**src/rtl/inst_fetch_pkg.sv**
```systemverilog
// Shared definitions for the fetch stage: opcodes it predecodes, the bubble
// encoding handed to decode, and the fetch FSM state encodings.
package inst_fetch_pkg;

  localparam logic [6:0]  OPCODE_BRANCH = 7'b1100011;
  localparam logic [6:0]  OPCODE_JAL    = 7'b1101111;

  // Decode treats an all-zero instruction word as "no instruction".
  localparam logic [31:0] FE_BUBBLE_IR  = 32'h0000_0000;

  localparam logic [1:0]  ST_REQ  = 2'd0;
  localparam logic [1:0]  ST_RSP  = 2'd1;
  localparam logic [1:0]  ST_HOLD = 2'd2;

  // Instruction memory is word addressed; the low two bits never reach it.
  function automatic logic [31:0] word_align(input logic [31:0] addr);
    return addr & ~32'h3;
  endfunction

endpackage

```
**src/rtl/inst_fetch_predecode.sv**
```systemverilog
// Combinational predecode of a fetched word: spots branches and JAL and
// produces the statically predicted next fetch address.
module fe_predecode
  import inst_fetch_pkg::*;
(
  input  logic [31:0] word_i,
  input  logic [31:0] pc_i,
  output logic        is_branch_o,
  output logic        is_jal_o,
  output logic        pred_taken_o,
  output logic [31:0] next_pc_o
);

  logic [31:0] b_imm;
  logic [31:0] j_imm;
  logic [31:0] sum;

  // Backward branches are predicted taken, JAL always follows its offset.
  always_comb begin
    is_branch_o  = (word_i[6:0] == OPCODE_BRANCH);
    is_jal_o     = (word_i[6:0] == OPCODE_JAL);
    b_imm        = {{20{word_i[31]}}, word_i[7], word_i[30:25], word_i[11:8], 1'b0};
    j_imm        = {{12{word_i[31]}}, word_i[19:12], word_i[20], word_i[30:21], 1'b0};
    pred_taken_o = is_branch_o & word_i[31];
    if (pred_taken_o) begin
      sum = pc_i + b_imm;
    end else if (is_jal_o) begin
      sum = pc_i + j_imm;
    end else begin
      sum = pc_i + 32'd4;
    end
    next_pc_o = word_align(sum);
  end

endmodule

```
**src/rtl/inst_fetch.sv**
```systemverilog
// Fetch stage: owns the PC, keeps at most one instruction-memory read in
// flight, predicts statically and feeds the fe2de registers used by decode.
module inst_fetch
  import inst_fetch_pkg::*;
#(
  parameter logic [31:0] RESET_PC = 32'h0000_0000
) (
  input  logic        clk,
  input  logic        rst_n,
  output logic        imem_req,
  output logic [31:0] imem_addr,
  input  logic        imem_gnt,
  input  logic        imem_rvalid,
  input  logic [31:0] imem_rdata,
  input  logic        de_stall,
  input  logic        branch_predict_err,
  input  logic [31:0] de2fe_branch_target,
  input  logic        ex2fe_redirect,
  input  logic [31:0] ex2fe_target,
  output logic [31:0] fe2de_pc_ffout,
  output logic [31:0] fe2de_ir_ffout,
  output logic        fe2de_predict_bxxtaken_ffout,
  output logic        fe2de_rv16_ffout
);

  logic [1:0]  state_q, state_d;
  logic [31:0] next_pc_q, next_pc_d;
  logic        drop_q, drop_d;
  logic        owed_q;
  logic        hold_v_q, hold_v_d;
  logic [31:0] hold_pc_q, hold_pc_d;
  logic [31:0] hold_ir_q, hold_ir_d;
  logic        hold_pred_q, hold_pred_d;
  logic [31:0] pc_q, pc_d;
  logic [31:0] ir_q, ir_d;
  logic        pred_q, pred_d;

  logic        pd_is_branch, pd_is_jal, pd_taken;
  logic [31:0] pd_next_pc;
  logic        redir, drop_eff, rsp_ok, to_fe;
  logic [31:0] redir_pc;
  logic        unused_pd;

  // In RSP, next_pc_q is the address of the word being returned.
  fe_predecode u_predecode (
    .word_i       (imem_rdata),
    .pc_i         (next_pc_q),
    .is_branch_o  (pd_is_branch),
    .is_jal_o     (pd_is_jal),
    .pred_taken_o (pd_taken),
    .next_pc_o    (pd_next_pc)
  );

  assign unused_pd = pd_is_branch ^ pd_is_jal;

  // A mispredict report is only trusted when decode is not stalled.
  assign redir    = ex2fe_redirect | (branch_predict_err & ~de_stall);
  assign redir_pc = ex2fe_redirect ? word_align(ex2fe_target)
                                   : word_align(de2fe_branch_target);
  // owed_q carries a pre-reset outstanding read into the first live cycle.
  assign drop_eff = drop_q | owed_q;
  assign rsp_ok   = (state_q == ST_RSP) & imem_rvalid & ~drop_q & ~redir;
  assign to_fe    = rsp_ok & ~de_stall;

  // A delivered response immediately issues its successor for 1 instr/cycle.
  assign imem_req  = rst_n & (((state_q == ST_REQ) & ~drop_eff) |
                              ((state_q == ST_RSP) & to_fe));
  assign imem_addr = (state_q == ST_RSP) ? pd_next_pc : next_pc_q;

  assign fe2de_pc_ffout               = pc_q;
  assign fe2de_ir_ffout               = ir_q;
  assign fe2de_predict_bxxtaken_ffout = pred_q;
  assign fe2de_rv16_ffout             = 1'b0;

  // Request FSM, next fetch address and tracking of responses to discard.
  always_comb begin
    state_d   = state_q;
    next_pc_d = next_pc_q;
    drop_d    = drop_eff;
    case (state_q)
      ST_REQ: begin
        if (drop_eff) begin
          if (imem_rvalid) drop_d = 1'b0;
          if (redir) next_pc_d = redir_pc;
        end else if (redir) begin
          next_pc_d = redir_pc;
          if (imem_gnt) begin
            drop_d  = 1'b1;
            state_d = ST_RSP;
          end
        end else if (imem_gnt) begin
          state_d = ST_RSP;
        end
      end
      ST_RSP: begin
        if (redir) begin
          next_pc_d = redir_pc;
          if (imem_rvalid) begin
            drop_d  = 1'b0;
            state_d = ST_REQ;
          end else begin
            drop_d = 1'b1;
          end
        end else if (imem_rvalid) begin
          if (drop_q) begin
            drop_d  = 1'b0;
            state_d = ST_REQ;
          end else begin
            next_pc_d = pd_next_pc;
            if (de_stall)      state_d = ST_HOLD;
            else if (imem_gnt) state_d = ST_RSP;
            else               state_d = ST_REQ;
          end
        end
      end
      ST_HOLD: begin
        if (redir) begin
          next_pc_d = redir_pc;
          state_d   = ST_REQ;
        end else if (!de_stall) begin
          state_d = ST_REQ;
        end
      end
      default: state_d = ST_REQ;
    endcase
  end

  // fe2de loading and the one-entry hold buffer used while decode stalls.
  always_comb begin
    pc_d        = pc_q;
    ir_d        = ir_q;
    pred_d      = pred_q;
    hold_v_d    = hold_v_q;
    hold_pc_d   = hold_pc_q;
    hold_ir_d   = hold_ir_q;
    hold_pred_d = hold_pred_q;
    if (redir) begin
      ir_d     = FE_BUBBLE_IR;
      pred_d   = 1'b0;
      hold_v_d = 1'b0;
    end else if (!de_stall) begin
      if (hold_v_q) begin
        pc_d     = hold_pc_q;
        ir_d     = hold_ir_q;
        pred_d   = hold_pred_q;
        hold_v_d = 1'b0;
      end else if (rsp_ok) begin
        pc_d   = next_pc_q;
        ir_d   = imem_rdata;
        pred_d = pd_taken;
      end else begin
        ir_d   = FE_BUBBLE_IR;
        pred_d = 1'b0;
      end
    end else if (rsp_ok) begin
      hold_v_d    = 1'b1;
      hold_pc_d   = next_pc_q;
      hold_ir_d   = imem_rdata;
      hold_pred_d = pd_taken;
    end
  end

  // State registers with synchronous active-low reset.
  always_ff @(posedge clk) begin
    if (!rst_n) begin
      state_q     <= ST_REQ;
      next_pc_q   <= RESET_PC;
      drop_q      <= 1'b0;
      owed_q      <= (owed_q | drop_q | (state_q == ST_RSP)) & ~imem_rvalid;
      hold_v_q    <= 1'b0;
      hold_pc_q   <= RESET_PC;
      hold_ir_q   <= FE_BUBBLE_IR;
      hold_pred_q <= 1'b0;
      pc_q        <= RESET_PC;
      ir_q        <= FE_BUBBLE_IR;
      pred_q      <= 1'b0;
    end else begin
      state_q     <= state_d;
      next_pc_q   <= next_pc_d;
      drop_q      <= drop_d;
      owed_q      <= 1'b0;
      hold_v_q    <= hold_v_d;
      hold_pc_q   <= hold_pc_d;
      hold_ir_q   <= hold_ir_d;
      hold_pred_q <= hold_pred_d;
      pc_q        <= pc_d;
      ir_q        <= ir_d;
      pred_q      <= pred_d;
    end
  end

endmodule

```
**config.mk**
```make
export PLATFORM = sky130hd
export DESIGN_NAME = inst_fetch
export DESIGN_NICKNAME = d
export VERILOG_FILES = /design/src/rtl/inst_fetch_pkg.sv /design/src/rtl/inst_fetch_predecode.sv /design/src/rtl/inst_fetch.sv
export SDC_FILE = /design/constraint.sdc
export NUM_CORES = 1
export LEC_CHECK = 0
export CORE_MARGIN = 4
export CORE_UTILIZATION = 51
export CTS_CLUSTER_DIAMETER = 150
export DETAILED_ROUTE_END_ITERATION = 7
export PLACE_DENSITY = 0.77
export RECOVER_POWER = 25
export SETUP_SLACK_MARGIN = 0.2
export SLEW_MARGIN = 20
export SYNTH_ARGS = -nofsm -noshare
export SYNTH_HDL_FRONTEND = slang
export SYNTH_SLANG_ARGS = --single-unit
```
**constraint.sdc**
```tcl
create_clock -name clk -period 6.43 [get_ports clk]
set_input_delay 1.286 -clock clk [delete_from_list [all_inputs] [get_ports clk]]
set_output_delay 1.286 -clock clk [all_outputs]
set_load 0.01 [all_outputs]
```
==> results of run 1 <==
[kinds of logic after synthesis]
| kind of cell | count (synthesis) | share of synthesized area [%] |
|---|---|---|
| compound gates | 373 | 26.6 |
| xor+xnor | 27 | 2.62 |
| fa+ha+maj | 30 | 4.25 |
| buf+inv | 110 | 5.23 |
| flops | 161 | 35.8 |
| mux | 49 | 5.50 |
| other cells | 1 | 0.0416 |
| simple gates | 412 | 20.0 |
[repair_timing]
action | CTS | global route
endpoints found under the setup margin | 24 | 24
pin swaps | 16 | 30
gates cloned | 0 | 0
buffers inserted | 6 | 4
gates resized for setup | 75 | 77
[critical path, delay by kind of cell]
kind,cells,cell delay [ns]
AOI/OAI and AO/OA,5,0.79
xor gates and xnor gates,1,0.14
adders and majority gates,2,0.60
buffers and inverters,7,1.37
and+or+nand+nor,4,0.68
[report_power, final]
part           switching, W  internal, W
logic              0.000251     0.000229
registers         0.0000455      0.00102
clock network      0.000469     0.000594
[per-layer routing]
layer / wire [um] / track usage, %
met3: 2290 / 5.05
met5: 0 / 0
met2: 14000 / 44.5
met4: 970 / 9.64
met1: 13000 / 40.7
[through the flow]
stage	TNS, ns	area [um2]	total power [W]	hold WS, ns
finish	0	12700	0.00261	0.454
global route	0	12700	0.00270	0.473
CTS	0	12400	0.00260	0.455
detailed placement	-3.93	11700	0.00155	0.446
global placement	-3.67	11700	0.00154	0.441
floorplan	0	9030	0.00131	0.436
[area by class of cell]
| class | instances | area, um2 |
|---|---|---|
| clock buffers | 18 | 429 |
| inverters | 12 | 45.0 |
| clock inverters | 14 | 185 |
| flip-flops and latches | 161 | 3220 |
| fillers | 1356 | 4550 |
| well taps | 225 | 282 |
| repair buffers | 319 | 2840 |
| multi-input cells | 896 | 5740 |
[state kept, by name, summed over array words and instances, names as in the netlist]
signal	flops
drop_q	1
hold_pred_q	1
next_pc_q	30
fe2de_pc_ffout	30
fe2de_ir_ffout	32
owed_q	1
hold_ir_q	32
state_q	2
fe2de_predict_bxxtaken_ffout	1
hold_pc_q	30
hold_v_q	1
[cell usage in the layout (no fill, tap or decap), types with 20 or more instances in the layout]
| cell type | count |
|---|---|
| nand2_1 | 187 |
| dfxtp_1 | 160 |
| a21oi_1 | 133 |
| nor2_1 | 121 |
| buf_4 | 118 |
| clkdlybuf4s50_1 | 106 |
| dlygate4sd3_1 | 59 |
| a211oi_1 | 50 |
| mux2i_1 | 45 |
| o21ai_0 | 35 |
| a22oi_1 | 35 |
| a21o_1 | 20 |
[worst max-delay path by stage]
stage	start	endpoint	slack, ns	depth (start not counted)
final	imem_rdata[1]	imem_addr[14]	0.28	19
after global routing	imem_rdata[0]	imem_addr[9]	0.04	18
after CTS	imem_rdata[5]	imem_addr[31]	0.1	20
after detailed placement	imem_rdata[6]	imem_addr[28]	-0.44	20
after global placement	imem_rdata[5]	imem_addr[28]	-0.40	20
after floorplan	imem_rdata[6]	imem_addr[30]	0.76	16
==> results.cfg, run 1 <==
[outcome]
status = finished with violations
violations = capacitance limit, slew limit

[synth]
ys.warnings.count = 0
synth_cell_types = 65
avgSynthCellArea_um2 = 7.75
synth_top_cells_by_count = nand2_1 (188), dfxtp_1 (161), a21oi_1 (140)
ys.flop_type = dfxtp_1
synth_top_area_cell = dfxtp_1
yosysTopAreaCellShare_pct = 35.8
yosysMostFrequentCell = nand2_1
netlist_instances = 1163
syn_area_mm2 = 0.00901
async_reset_ff_share_pct = 0
ys_ff_latch = 161
synth_edf_count = 0
yosysSeqAreaShare_pct = 35.8
synth_area_leaders = dfxtp_1 (36%), nand2_1 (7.8%), a21oi_1 (7.8%), nor2_1 (5.1%), mux2i_1 (5.0%)

[clocking]
clkLatencyLatePin_ns = 0.43
cts_hold_repair.buffers = 0
cts.path.max_buffers = 2
path_clk_slew_ns = 0.07
htree_levels = 4
root_buffer = clkbuf_16
clkSinkCount = 161
cts-buffers-inserted = 17
cts_tree = yes

[finish]
drive_gt1_share_pct = 17.7
num_antenna_cells = 0
fin_util_pct = 73.7
stdcell_count = 1645
nets = 1540
area_growth_pct = 41.4

[detailed_routing]
route.detailed.drc = 0
dr.pass1.iters = 5
finalWirelength_mm = 30.3
dr_total_vias = 9600
viasPerCell = 5.84
drtIter0Drc = 821
post_drt_wl_per_cell_um = 18.4
ant_nets = 0

[worst_setup_path]
cp_cell_sequence = clkdlybuf4s50_1, nor4bb_2, buf_4, and3_4, nor2b_2, a21oi_1, ha_2, inv_1, fa_2, nor2b_4, o2111ai_4, buf_6, a21oi_1, a311oi_1, buf_4, buf_4, xor2_1, o21ai_0, clkdlybuf4s15_1
reg2reg_slack_ns = 3.25
start_kind = input port
reg2regPathDepth = 6
required_ns = 5.14
reg2reg_from = state_q[0]
cp_common_cell = buf_4
crit_type = in2out
end_kind = primary output
rr_endpoint = hold_ir_q[11]
arrival_ns = 4.86
path_max_fanout = 4
critical-path-max-stage-delay_ns = 0.42
crit_path_top_delay_cell = clkdlybuf4s50_1

[die]
start_util_pct = 52.1
fp.dieW_um = 141
pin_count = 202
rows = 48
core_mm2 = 0.0173
dieArea_mm2 = 0.0199
fp.dieH_um = 141

[global_routing]
grt_util_all_layers_pct = 28.8
grt_pass1_vias = 8816
grt_overflow_total = 0
grt_max_degree = 89
antenna_found_initial = 0
grt_first_pass_wirelength_mm = 46.2

[hold_path]
hold_start = hold_pc_q[30]
worstHoldPathType = reg2reg
worstHoldEndpoint = hold_pc_q[30]
whs_path_depth = 2

[pwr]
vdd_drop_max_v = 0.000192
p_per_area_mw_per_mm2 = 205
p_leak_nw = 5.03

[placed_design]
portBuffers = 192
dp_hpwl_mm = 20.5
placed_cells = 1603
place.gp.congestion = 0.902
pre_cts_ws_ns = -0.436

[sta]
finalMaxSlewViolations = 141
max_freq_ghz = 0.163
min_period_over_period_pct = 95.6
setup_ws_ns = 0.283
tightest_slew_ns = 2.44
setup_violations = 0
min_period_ns = 6.15
finalHoldViolations = 0
relSlewSlack_pct = -62.9
skew_ns = 0.00933
rsz0062_at_grt = true

[flow_run]
cap_violations = 2
Power figures use the tool's default switching activity.
==> run 2: changes to the inputs <==
--- a/config.mk
+++ b/config.mk
@@ -12,6 +12,7 @@
 export PLACE_DENSITY = 0.77
 export RECOVER_POWER = 25
 export SETUP_SLACK_MARGIN = 0.2
+export SKIP_CTS_REPAIR_TIMING = 1
 export SLEW_MARGIN = 20
 export SYNTH_ARGS = -nofsm -noshare
 export SYNTH_HDL_FRONTEND = slang
==> constraint.sdc (replaced) <==
create_clock -name clk -period 6.43 [get_ports clk]
set_input_delay 1.286 -clock clk [delete_from_list [all_inputs] [get_ports clk]]
set_output_delay 1.286 -clock clk [all_outputs]
set_load 0.1 [all_outputs]
==> results.cfg, run 2 (synthesized netlist as in run 1, its figures left out) <==
[outcome]
status = finished with violations
violations = capacitance limit, slew limit

[die]
rows = 48
pin_count = 202
dieArea_mm2 = 0.0199
start_util_pct = 52.1
core_mm2 = 0.0173
fp.dieH_um = 141
fp.dieW_um = 141

[sta]
max_freq_ghz = 0.164
finalHoldViolations = 0
setup_violations = 0
skew_ns = 0.00887
rsz0062_at_grt = false
setup_ws_ns = 0.340
tightest_slew_ns = 2.98
min_period_ns = 6.09
finalMaxSlewViolations = 214
holdWs_ns = 0.454
min_period_over_period_pct = 94.7
relSlewSlack_pct = -98.8

[global_routing]
grt_first_pass_wirelength_mm = 45.4
met3_usage_pct = 5.53
grt_pass1_vias = 8572
grt_util_all_layers_pct = 28.4
antenna_found_initial = 0
use_met1_pct = 41.3
grt_overflow_total = 0
grt_max_degree = 89
grt.busiest_layer = met2
gr-usage-met2_pct = 42.8

[placed_design]
place_area_mm2 = 0.0117
place.gp.congestion = 0.943
dp_hpwl_mm = 20.3
placed_cells = 1562
pre_cts_ws_ns = -0.177
portBuffers = 192

[detailed_routing]
dr.pass1.iters = 5
ant_nets = 0
finalWirelength_mm = 29.4
drtIter0Drc = 911
post_drt_wl_per_cell_um = 18.3
route.detailed.drc = 0
dr_total_vias = 9336
viasPerCell = 5.83

[hold_path]
whs_path_depth = 2
worstHoldPathType = reg2reg

[clocking]
clkSinkCount = 161
clkLatencyLatePin_ns = 0.44
path_clk_slew_ns = 0.06
root_buffer = clkbuf_16
cts.path.max_buffers = 2
cts-buffers-inserted = 17
htree_levels = 4
cts_tree = yes

[pwr]
vdd_drop_max_v = 0.000214
power_w = 0.00283
p_leak_nw = 4.91
p_per_area_mw_per_mm2 = 224

[worst_setup_path]
end_kind = primary output
crit_type = in2out
required_ns = 5.14
arrival_ns = 4.80
path_max_fanout = 6
reg2regPathDepth = 6
start_kind = input port

[finish]
multi_input_area_mm2 = 0.00568
final_area_mm2 = 0.0126
nets = 1497
fill_cells = 1375
final_cell_mix = nand2_1 (187), dfxtp_1 (160), a21oi_1 (133)
regArea_mm2 = 0.00322
stdcell_count = 1602
drive_gt1_share_pct = 16.3
num_antenna_cells = 0
final_common_cell = nand2_1
area_growth_pct = 40.2

[flow_run]
cap_violations = 3
run 2: cell count changes in the layout (fill, tap and decap cells not counted), sizes merged, moves of 3 or more:
cell	change
inv	-3
buf	-23
clkdlybuf4s15	-4
dlymetal6s2s	+4
dlygate4sd3	-13
dlygate4sd2	-6
run 2: final cells by class:
cell class / instances / share of cell area [%]
flip-flops and latches: 161 / 25.5
multi-input cells: 896 / 44.9
well taps: 225 / 2.23
repair buffers: 276 / 22.4
clock buffers: 20 / 3.61
clock inverters: 12 / 0.970
inverters: 12 / 0.356
run 2: path summary, 6_finish.rpt:
path	to	startpoint	slack [ns]
max	imem_addr[31]	imem_rdata[2]	0.34
min	hold_pc_q[24]	hold_pc_q[24]	0.45
max reg2reg	hold_ir_q[7]	state_q[0]	3.02
min reg2reg	hold_pc_q[24]	hold_pc_q[24]	0.45
run 2: metrics by stage:
stage,utilization (%),setup TNS (ns)
4_1_cts,71.1,-0.742
3_3_place_gp,67.8,-0.351
6_report,73.1,0
3_5_place_dp,67.8,-0.591
5_1_grt,73.1,0
2_1_floorplan,-,-0.320
run 2: worst max-delay path: stages:
cell and delay [ns]:
clkdlybuf4s50_1 0.45, or2_4 0.28, nor2_4 0.13, buf_6 0.13
buf_4 0.10, buf_4 0.11, a21o_1 0.14, ha_4 0.23
buf_6 0.13, o21ai_2 0.12, nor2_1 0.06, or3b_2 0.44
a21o_1 0.21, a31oi_4 0.28, a221o_1 0.25, nor2_4 0.06
xnor2_4 0.19, buf_12 0.19
run 2: metal layers:
| layer | vias up | part of all wire [%] | wire [um] |
|---|---|---|---|
| li1 | 4531 | - | - |
| met2 | 385 | 45 | 13300 |
| met5 | - | 0 | 0 |
| met3 | 44 | 8.2 | 2410 |
| met4 | 0 | 1.9 | 554 |
| met1 | 4376 | 45 | 13100 |
run 2: report_power, final:
group | total, W | leakage, nW | internal [W] | switching (W)
logic | 0.000738 | 3.31 | 0.000273 | 0.000466
clock network | 0.00102 | 0.286 | 0.000564 | 0.000455
registers | 0.00107 | 1.31 | 0.00102 | 0.0000438
total | 0.00283 | 4.91 | 0.00186 | 0.000965
==> run 3: changes to the inputs <==
--- a/config.mk
+++ b/config.mk
@@ -6,10 +6,11 @@
 export NUM_CORES = 1
 export LEC_CHECK = 0
 export CORE_MARGIN = 4
-export CORE_UTILIZATION = 51
+export CORE_UTILIZATION = 53
+export CTS_BUF_LIST = sky130_fd_sc_hd__clkbuf_2 sky130_fd_sc_hd__clkbuf_4 sky130_fd_sc_hd__clkbuf_8
 export CTS_CLUSTER_DIAMETER = 150
 export DETAILED_ROUTE_END_ITERATION = 7
-export PLACE_DENSITY = 0.77
+export PLACE_DENSITY = 0.79
 export RECOVER_POWER = 25
 export SETUP_SLACK_MARGIN = 0.2
 export SKIP_CTS_REPAIR_TIMING = 1
==> constraint.sdc (replaced) <==
create_clock -name clk -period 6.7 [get_ports clk]
set_input_delay 1.34 -clock clk [delete_from_list [all_inputs] [get_ports clk]]
set_output_delay 1.34 -clock clk [all_outputs]
set_load 0.1 [all_outputs]
==> results.cfg, run 3 (synthesized netlist as in run 1, its figures left out) <==
[die]
fp.dieW_um = 138
core_mm2 = 0.0166
pin_count = 202
start_util_pct = 54.2
fp.dieH_um = 138
dieArea_mm2 = 0.0192
rows = 47

[pwr]
p_clk_share_pct = 29.7
switching_share_pct = 35.1
switching_power_w = 0.000857
pwr-share-comb_pct = 28.4
vdd_drop_max_v = 0.000122
p_int_w = 0.00159
power_w = 0.00244
power_frac_seq_pct = 41.9
p_leak_nw = 4.72
p_per_area_mw_per_mm2 = 198

[sta]
setup_ws_ns = 0.255
tightest_slew_ns = 2.62
max_freq_ghz = 0.155
finalMaxSlewViolations = 109
min_period_over_period_pct = 96.2
min_period_ns = 6.44
final.setup.tns_ns = 0
finalHoldViolations = 0
relSlewSlack_pct = -74.5
rsz0062_at_grt = false
setup_violations = 0
skew_ns = 0.0169

[detailed_routing]
finalWirelength_mm = 28.3
dr.pass1.iters = 5
route.detailed.drc = 0
viasPerCell = 5.82
dr_total_vias = 9197
post_drt_wl_per_cell_um = 17.9
ant_nets = 0
drtIter0Drc = 659

[worst_setup_path]
required_ns = 5.36
reg2reg_from = state_q[0]
rr_endpoint = next_pc_q[20]
reg2reg_slack_ns = 3.11
crit_type = in2out
end_kind = primary output
arrival_ns = 5.10
reg2regPathDepth = 6
start_kind = input port
path_max_fanout = 6

[finish]
fill_cells = 1309
final_cell_mix = nand2_1 (188), dfxtp_1 (160), a21oi_1 (133)
nets = 1481
drive_gt1_share_pct = 15.1
area_growth_pct = 36.6
num_antenna_cells = 0
final_common_cell = nand2_1
final_area_mm2 = 0.0123
fin_util_pct = 74.0

[global_routing]
grt_pass1_vias = 8394
grt_util_all_layers_pct = 27.8
grt_max_degree = 73
grt_overflow_total = 0
grt_first_pass_wirelength_mm = 44.0
antenna_found_initial = 0

[hold_path]
worstHoldEndpoint = hold_pc_q[14]
worstHoldPathType = reg2reg
whs_path_depth = 2
hold_start = hold_pc_q[14]

[clocking]
clkLatencyLatePin_ns = 0.46
root_buffer = clkbuf_8
htree_levels = 4
cts_tree = yes
path_clk_slew_ns = 0.08
cts.path.max_buffers = 2
clkSinkCount = 161
cts-buffers-inserted = 17

[placed_design]
portBuffers = 192
place.gp.congestion = 0.952
pre_cts_ws_ns = 0.0396
dp_hpwl_mm = 19.9
place_area_mm2 = 0.0115

[outcome]
status = finished with violations
violations = capacitance limit, slew limit

[flow_run]
cap_violations = 2
## run 3: area by class of cell
type / count / area [um2] / area share (%)
multi-input cells: 896 / 5650 / 45.9
flip-flops and latches: 161 / 3220 / 26.2
repair buffers: 260 / 2730 / 22.1
well taps: 220 / 275 / 2.23
clock buffers: 20 / 263 / 2.13
clock inverters: 11 / 131 / 1.07
inverters: 12 / 45.0 / 0.366
## run 3: routing by layer
| layer | vias up | GRT usage (%) | part of all wire [%] |
|---|---|---|---|
| met5 | - | 0 | 0 |
| met4 | 0 | 7.02 | 1.7 |
| met3 | 41 | 4.80 | 8.0 |
| met2 | 406 | 43.6 | 46 |
| met1 | 4258 | 39.8 | 44 |
| li1 | 4492 | - | - |
## run 3: power groups by stage
stage | Combinational (W) | Sequential [W] | Clock, W
2_1_floorplan | 0.000411 | 0.00105 | 0
3_3_place_gp | 0.000674 | 0.00104 | 0
3_5_place_dp | 0.000679 | 0.00104 | 0
4_1_cts | 0.000681 | 0.00102 | 0.000732
5_1_grt | 0.000728 | 0.00103 | 0.000774
6_report | 0.000695 | 0.00102 | 0.000726
## run 3: worst max path at each step
stage | start | endpoint | slack, ns | cells after the start
after floorplan | imem_rdata[6] | imem_addr[30] | -0.16 | 16
after global placement | imem_rdata[5] | imem_addr[29] | 0.05 | 17
after detailed placement | imem_rdata[5] | imem_addr[30] | 0.04 | 20
after CTS | imem_rdata[5] | imem_addr[30] | 0.03 | 20
after global routing | imem_rdata[0] | imem_addr[30] | 0.11 | 19
final | imem_rdata[0] | imem_addr[31] | 0.26 | 19
## run 3: worst max-delay path: stages
cell             delay, ns
clkdlybuf4s50_1       0.43
nor4bb_2              0.18
buf_4                 0.13
nand2_1               0.07
nor2_1                0.04
buf_4                 0.15
or2_4                 0.28
and2_1                0.20
ha_4                  0.33
nand3_1               0.11
o211ai_1              0.30
a22oi_2               0.18
buf_4                 0.18
o21ai_4               0.19
a31oi_4               0.16
a221o_1               0.33
nor2_2                0.13
xnor2_2               0.16
buf_12                0.21
## run 3: metrics by stage
stage                     hold WS [ns]  instances
after CTS                        0.457       1568
after detailed placement         0.446       1537
after floorplan                  0.436       1167
final                            0.457       1580
after global routing             0.471       1580
after global placement           0.441       1537
